$ cat src/rtl/ps2_pkg.sv
// Shared types and constants for the PS/2 device-to-host frame receiver.
// Covers frame geometry, FSM states, error codes and the odd-parity rule.
package ps2_pkg;

  typedef enum logic [1:0] {
    IDLE = 2'd0,
    DPS  = 2'd1,
    LOAD = 2'd2
  } state_e;

  localparam logic [1:0] ERR_NONE    = 2'b00;
  localparam logic [1:0] ERR_PARITY  = 2'b01;
  localparam logic [1:0] ERR_STOP    = 2'b10;
  localparam logic [1:0] ERR_TIMEOUT = 2'b11;

  localparam int FRAME_BITS = 11;
  // Everything after the start bit: 8 data, parity, stop.
  localparam int SHIFT_BITS = FRAME_BITS - 1;

  // Odd parity over data plus parity bit: the XOR of all nine must be 1.
  function automatic logic parity_ok(input logic [SHIFT_BITS-2:0] bits);
    return ^bits;
  endfunction

endpackage

$ cat src/rtl/ps2_clk_filter.sv
// Synchronises the raw PS/2 pins, debounces ps2c with a FILTER_LEN-sample
// window and emits a one-cycle pulse on each filtered falling edge.
module ps2_clk_filter #(
  parameter int FILTER_LEN = 8
) (
  input  logic clk,
  input  logic reset,
  input  logic ps2c,
  input  logic ps2d,
  output logic fall,
  output logic ps2d_s
);

  logic [1:0]            c_sync_q, c_sync_d;
  logic [1:0]            d_sync_q, d_sync_d;
  logic [FILTER_LEN-1:0] filt_q, filt_d;
  logic                  f_ps2c_q, f_ps2c_d;
  logic                  f_prev_q, f_prev_d;

  // NOTE: combinational processes use blocking '=' and assign every output a
  // default first, so no path leaves a signal unassigned and infers a latch.
  always_comb begin
    c_sync_d = {c_sync_q[0], ps2c};
    d_sync_d = {d_sync_q[0], ps2d};
    filt_d   = {filt_q[FILTER_LEN-2:0], c_sync_q[1]};
    f_prev_d = f_ps2c_q;
    f_ps2c_d = f_ps2c_q;
    if (&filt_q)       f_ps2c_d = 1'b1;
    else if (~|filt_q) f_ps2c_d = 1'b0;
  end

  // Reset to the idle-high line level so release never fakes a falling edge.
  // NOTE: state registers use non-blocking '<=' so every flop samples the
  // pre-edge values of its neighbours, independent of statement order.
  always_ff @(posedge clk or posedge reset) begin
    if (reset) begin
      c_sync_q <= '1;
      d_sync_q <= '1;
      filt_q   <= '1;
      f_ps2c_q <= 1'b1;
      f_prev_q <= 1'b1;
    end else begin
      c_sync_q <= c_sync_d;
      d_sync_q <= d_sync_d;
      filt_q   <= filt_d;
      f_ps2c_q <= f_ps2c_d;
      f_prev_q <= f_prev_d;
    end
  end

  assign fall   = f_prev_q & ~f_ps2c_q;
  assign ps2d_s = d_sync_q[1];

endmodule

$ cat src/rtl/ps2_frame_rx.sv
// PS/2 device-to-host frame receiver: assembles 11-bit frames on filtered
// clock falls, checks start/parity/stop and flags inter-edge timeouts.
import ps2_pkg::*;

module ps2_frame_rx #(
  parameter int FILTER_LEN     = 8,
  parameter int TIMEOUT_CYCLES = 50000
) (
  input  logic       clk,
  input  logic       reset,
  input  logic       ps2d,
  input  logic       ps2c,
  input  logic       rx_en,
  output logic [7:0] dout,
  output logic       rx_done_tick,
  output logic       err_tick,
  output logic [1:0] err_code,
  output logic       busy
);

  localparam int              TMO_W    = $clog2(TIMEOUT_CYCLES + 1);
  localparam logic [TMO_W-1:0] TMO_LAST = TMO_W'(TIMEOUT_CYCLES - 1);

  logic fall;
  logic ps2d_s;

  state_e                state_q, state_d;
  logic [3:0]            n_q, n_d;
  logic [SHIFT_BITS-1:0] b_q, b_d;
  logic [TMO_W-1:0]      tmo_q, tmo_d;
  logic [7:0]            dout_q, dout_d;
  logic [1:0]            err_code_q, err_code_d;

  ps2_clk_filter #(.FILTER_LEN(FILTER_LEN)) u_filter (
    .clk    (clk),
    .reset  (reset),
    .ps2c   (ps2c),
    .ps2d   (ps2d),
    .fall   (fall),
    .ps2d_s (ps2d_s)
  );

  always_comb begin
    state_d      = state_q;
    n_d          = n_q;
    b_d          = b_q;
    tmo_d        = tmo_q;
    dout_d       = dout_q;
    err_code_d   = err_code_q;
    rx_done_tick = 1'b0;
    err_tick     = 1'b0;

    unique case (state_q)
      IDLE: begin
        if (fall && rx_en && !ps2d_s) begin
          n_d     = 4'd9;
          tmo_d   = '0;
          state_d = DPS;
        end
      end

      DPS: begin
        if (fall) begin
          b_d   = {ps2d_s, b_q[SHIFT_BITS-1:1]};
          tmo_d = '0;
          if (n_q == 4'd0) state_d = LOAD;
          else             n_d     = n_q - 4'd1;
        end else if (tmo_q == TMO_LAST) begin
          // Counter stops here; the abort is the only way out of the stall.
          err_tick   = 1'b1;
          err_code_d = ERR_TIMEOUT;
          state_d    = IDLE;
        end else begin
          tmo_d = tmo_q + TMO_W'(1);
        end
      end

      LOAD: begin
        state_d = IDLE;
        if (!b_q[SHIFT_BITS-1]) begin
          err_tick   = 1'b1;
          err_code_d = ERR_STOP;
        end else if (!parity_ok(b_q[SHIFT_BITS-2:0])) begin
          err_tick   = 1'b1;
          err_code_d = ERR_PARITY;
        end else begin
          dout_d       = b_q[7:0];
          rx_done_tick = 1'b1;
        end
      end

      default: state_d = IDLE;
    endcase
  end

  always_ff @(posedge clk or posedge reset) begin
    if (reset) begin
      state_q    <= IDLE;
      n_q        <= '0;
      b_q        <= '0;
      tmo_q      <= '0;
      dout_q     <= '0;
      err_code_q <= ERR_NONE;
    end else begin
      state_q    <= state_d;
      n_q        <= n_d;
      b_q        <= b_d;
      tmo_q      <= tmo_d;
      dout_q     <= dout_d;
      err_code_q <= err_code_d;
    end
  end

  // Present next-state values so dout/err_code change in the same cycle as the tick.
  assign dout     = dout_d;
  assign err_code = err_code_d;
  assign busy     = (state_q != IDLE);

endmodule

$ cat config.mk
export PLATFORM = sky130hd
export DESIGN_NAME = ps2_frame_rx
export DESIGN_NICKNAME = d
export VERILOG_FILES = /design/src/rtl/ps2_pkg.sv /design/src/rtl/ps2_clk_filter.sv /design/src/rtl/ps2_frame_rx.sv
export SDC_FILE = /design/constraint.sdc
export NUM_CORES = 1
export LEC_CHECK = 0
export ABC_AREA = 1
export ABC_CLOCK_PERIOD_IN_PS = 4880
export CAP_MARGIN = 20
export CORE_MARGIN = 5
export CORE_UTILIZATION = 60
export CTS_CLUSTER_DIAMETER = 200
export DETAILED_ROUTE_END_ITERATION = 12
export PLACE_DENSITY = 0.89
export SLEW_MARGIN = 30
export SYNTH_ARGS = -nofsm -noshare
export SYNTH_HDL_FRONTEND = slang
export SYNTH_SLANG_ARGS = --single-unit
$ cat constraint.sdc
create_clock -name clk -period 4.88 [get_ports clk]
set_clock_uncertainty 0.2 [all_clocks]
set_input_delay 0.488 -clock clk [delete_from_list [all_inputs] [get_ports clk]]
set_output_delay 0.488 -clock clk [all_outputs]
set_load 0.01 [all_outputs]
# == Word level (Yosys, flattened, before mapping) ==
# Index checks and enable logic that the tools add are counted.
# word_totals
inputBits,5
regBits,56
out_inout_bits,13
elab_cells,70
# op_classes
addsub,2
bitwise,2
n_mux,31
reduce_logical,14
n_eq_ne,10
# op_table
operator,n
two-way mux 16 bit,3
one-hot mux 16 bit (2 select lines),1
two-way mux 8 bit,3
"adder 16 x 1 -> 16 bit, second input constant",1
"== test 16 bit, second input constant",1
two-way mux 2 bit,8
two-way mux 4 bit,3
two-way mux 1 bit,9
"!= test 3 bit, second input constant",3
parity 9 bit,1
one-hot mux 2 bit (2 select lines),2
one-hot mux 4 bit (2 select lines),1
AND reduction 8 bit,1
OR reduction 8 bit,1
"!= test 2 bit, second input constant",3
AND reduction 3 bit,2
zero test 4 bit,1
AND reduction 4 bit,1
nonzero test 2 bit,2
"subtractor 4 x 1 -> 4 bit, second input constant",1
"== test 2 x 1 -> 1 bit, second input constant",1
"== test 2 bit, second input constant",1
logical AND 1 bit,2
zero test 2 bit,1
other kinds (6),6

# == Longest topological paths before layout ==
# logic_depth
ltp_word,6
depth_mapped,12
depth_no_buf,12

# == Modules after synthesis ==
# A second synthesis with hierarchy kept.
# hier_totals
cells_unflattened,348
area_unflattened_um2,2869.0
# by_module_without_submodules
mod,n_inst,cells_each,area_each_um2,seq_area_each_um2
ps2_frame_rx,1,317,2433.6,1051.0
ps2_clk_filter,1,31,435.4,367.9

# == Worst setup path before layout ==
# OpenSTA, ideal clock, no wires.
# synth_timing
kind,register to output
from,reg b_q[2]
to,out dout[0]
stages_incl_launch_ff,11
arrival_ns,1.453
required_ns,4.192
path_buffers,1
setup_slack_ns,2.739
path_cell_list,dfrtp_1 -> inv_1 -> nand2_1 -> nand3_1 -> nand2_1 -> nand2_1 -> nand2_1 -> nand2_1 -> nand3_4 -> buf_6 -> o21ai_0
# synth_between
elab_chain_len,4
# synth_rtl
element,line,rtl
from (decl),ps2_frame_rx.sv:29,"logic [SHIFT_BITS-1:0] b_q, b_d;"
from (signal assigned),ps2_frame_rx.sv:100,b_q <= '0;
from (signal assigned),ps2_frame_rx.sv:107,b_q <= b_d;
parity 9 bit,ps2_pkg.sv:22,return ^bits;
two-way mux 8 bit,ps2_frame_rx.sv:83,end else if (!parity_ok(b_q[SHIFT_BITS-2:0])) begin
two-way mux 8 bit,ps2_frame_rx.sv:80,if (!b_q[SHIFT_BITS-1]) begin
two-way mux 8 bit,ps2_frame_rx.sv:53,unique case (state_q)
to (decl),ps2_frame_rx.sv:14,"output logic [7:0] dout,"
# No other way between the ends.

# == Final worst setup path ==
# layout_timing
from,reg state_q[1]
to,out err_code[1]
# layout_between
elab_chain_len,2
elab_cells_between_ends,3
classes_between,eq/ne: 2; mux: 1
# layout_rtl
element,line,rtl
from (decl),ps2_frame_rx.sv:27,"state_e state_q, state_d;"
from (signal assigned),ps2_frame_rx.sv:105,state_q <= state_d;
== test 2 bit / == test 2 x 1 -> 1 bit (equally long branches),ps2_frame_rx.sv:53,
one-hot mux 2 bit (2 select lines) *,ps2_frame_rx.sv:53,
to (decl),ps2_frame_rx.sv:17,"output logic [1:0] err_code,"
# Every way passes the cells marked *; elsewhere a longest branch is shown, timed or not.

==> results.py <==
metrics = {
    "placed_design": {
        "post-dp-hpwl_um": 4020,
        "place_area_um2": 3110,
        "place_congestion": 0.916,
        "dp_slack_ps": 1580,
        "port_buffers": 17,
    },
    "detailed_routing": {
        "avgRoutedWirePerCell_um": 12.9,
        "drt_wl_total_um": 5700,
        "drtPass1Iterations": 4,
        "viasPerCell": 5.21,
        "drtIter0Drc": 159,
        "vias": 2298,
        "drc": 0,
        "detail-route-antenna-nets": 0,
    },
    "layout": {
        "fillCellCount": 363,
        "final_cell_area_um2": 3210,
        "final_common_cell": "nand2_1",
        "antenna_cells": 0,
        "drive_gt1_share_pct": 11.0,
        "fin_nets": 384,
        "area_growth_pct": 10.6,
        "final_cell_mix": "nand2_1, inv_1, dfrtp_1",
    },
    "logic_synthesis": {
        "ys.flop_type": "dfrtp_1",
        "ys_types": 32,
        "syn-num-nets": 367,
        "seq_area_frac_synth_pct": 48.9,
        "netlist_area_um2": 2900,
        "yosysTopAreaCellShare_pct": 36.2,
        "ys_ff_latch": 56,
        "ys_warn_count": 0,
        "yosysTopAreaCell": "dfrtp_1",
        "syn_area_per_cell_um2": 8.15,
        "synthTopCellsByArea": "dfrtp_1, dfstp_2, nand2_1, inv_1, o21ai_0",
        "postSynthCellCount": 356,
        "synth-async-reset-ratio_pct": 100,
        "synth-edff-count": 0,
    },
    "cts": {
        "cts_hold_buf": 0,
        "cts_root_buf": "clkbuf_8",
        "htreeDepth": 2,
        "clkLatencyLatePin_ps": 310,
        "numCtsBuffers": 5,
        "post_cts_buffers": 0,
        "cts_buffer_depth": 2,
        "ctsResizeCount": 0,
        "cts_sinks": 56,
        "clkTransAtPathRegs_ps": 100,
        "cts_tree": "yes",
    },
    "sta": {
        "hold_violations": 0,
        "worst_slew_pin_slew_ps": 674,
        "slew_violations": 0,
        "min_period_ps": 3670,
        "rsz0062_at_grt": "false",
        "finalSetupViolCount": 0,
        "max_slew_margin_pct": 55.1,
        "fin_crit_sh_pct": 75.2,
        "fin_setup_tns_ps": 0,
        "fin_ws_ps": 1210,
        "clock.fmax_mhz": 272,
        "hold_ws_ps": 162,
    },
    "global_route": {
        "overflow": 0,
        "grt_pass1_wl_um": 10600,
        "grt_pass1_vias": 2338,
        "grt_max_degree": 57,
        "grt_use_total_pct": 20.9,
        "grt_antenna_before_repair": 0,
    },
    "floorplanning": {
        "start_util_pct": 61.4,
        "die_h_um": 79.5,
        "io_pins": 18,
        "core_region_area_um2": 4720,
        "die_area_um2": 6320,
        "die_x_um": 79.5,
        "placementRows": 25,
    },
    "power": {
        "ir_drop_mv": 0.339,
        "power_density_nw_per_um2": 394,
        "fin_total_pwr_mw": 1.26,
        "p_leak_nw": 1.42,
    },
    "worst_hold_path": {
        "min_path_type": "flop to flop",
    },
    "setup_path": {
        "cp-start-kind": "flop",
        "critPathCaptureType": "output port",
        "cp_data_arrival_time_ps": 2980,
        "crit_fanout": 12,
        "critical_path_class": "flop to output port",
        "crit_required_ps": 4190,
    },
    "run": {
        "maxCapViolCount": 0,
    },
    "status": {
        "status": "finished clean",
    },
}
metal layers:
metal | up-vias | share of wire, % | track usage (%) | wire length [um]
met3 | 10 | 4.1 | 3.84 | 231
met1 | 1061 | 46 | 27.1 | 2640
li1 | 1175 | - | - | -
met2 | 52 | 47 | 34.6 | 2700
met4 | 0 | 2.1 | 8.25 | 117
met5 | - | 0 | 0 | 0
report_power, final:
part	internal (mW)	switching (mW)	total (mW)
sequential	0.523	0.0414	0.565
clock	0.117	0.152	0.269
combinational	0.141	0.290	0.431
worst max-delay path, cell delays in order (launching register included):
cell and delay, ps:
dfrtp_1 410, inv_1 90, ha_1 440, inv_1 310, nor2_1 310, nand3_2 190, nand2_1 100, inv_1 40
a21oi_1 210, clkdlybuf4s50_1 580
worst paths after layout:
path                                        end  slack (ps)  cells past startpoint                  from
max                                 err_code[1]        1210                      9            state_q[1]
min                        u_filter.d_sync_q[1]         160                      0  u_filter.d_sync_q[0]
max reg2reg                           tmo_q[11]        2310                      9            state_q[1]
min reg2reg                u_filter.d_sync_q[1]         160                      0  u_filter.d_sync_q[0]
max in group asynchronous                b_q[9]        3560                      3                 reset
min in group asynchronous         err_code_q[0]         470                      3                 reset
area by class of cell:
| class | instances | area, um^2 | share of cell area [%] |
|---|---|---|---|
| flip-flops and latches | 56 | 1420 | 44.2 |
| repair buffers | 18 | 178 | 5.54 |
| clock inverters | 1 | 8.76 | 0.273 |
| multi-input cells | 237 | 1220 | 38.1 |
| well taps | 67 | 83.8 | 2.61 |
| clock buffers | 7 | 86.3 | 2.69 |
| inverters | 55 | 209 | 6.51 |
through the flow:
stage	std cells	utilization [%]
2_1_floorplan	356	-
3_3_place_gp	433	65.9
4_1_cts	441	67.9
6_report	441	67.9
3_5_place_dp	433	65.9
5_1_grt	441	67.9
cells in the mapped netlist (2+ instances only):
master    count
dfrtp_1      42
nand3_2       2
clkbuf_1      4
nand2_1      98
o21ai_2       5
dfstp_2      14
ha_1          6
nor2_1       20
inv_2         2
nand3_1      20
nand4_1      11
xor2_1        8
o21ai_0      36
nor3_1       11
inv_1        52
a21oi_1       6
buf_6         2
nor4_1        3
logic make-up (layout without fill, tap and decap cells):
| group | Yosys count | in the layout | share of synthesized area, % |
|---|---|---|---|
| AND/OR/NAND/NOR | 174 | 174 | 27.7 |
| XOR/XNOR | 8 | 8 | 2.42 |
| AO/OA/AOI/OAI | 49 | 49 | 9.45 |
| flip-flops | 56 | 56 | 48.9 |
| buffers and inverters | 63 | 81 | 8.89 |
| adder cells (fa/ha/maj) | 6 | 6 | 2.59 |
sequential cells by signal (all words and copies together), names as in the netlist, 2 cells and up:
| register | flops |
|---|---|
| u_filter.c_sync_q | 2 |
| err_code_q | 2 |
| n_q | 4 |
| u_filter.d_sync_q | 2 |
| state_q | 2 |
| dout_q | 8 |
| tmo_q | 16 |
| b_q | 10 |
| u_filter.filt_q | 8 |
Note: power is estimated with default switching activity, not from simulation.
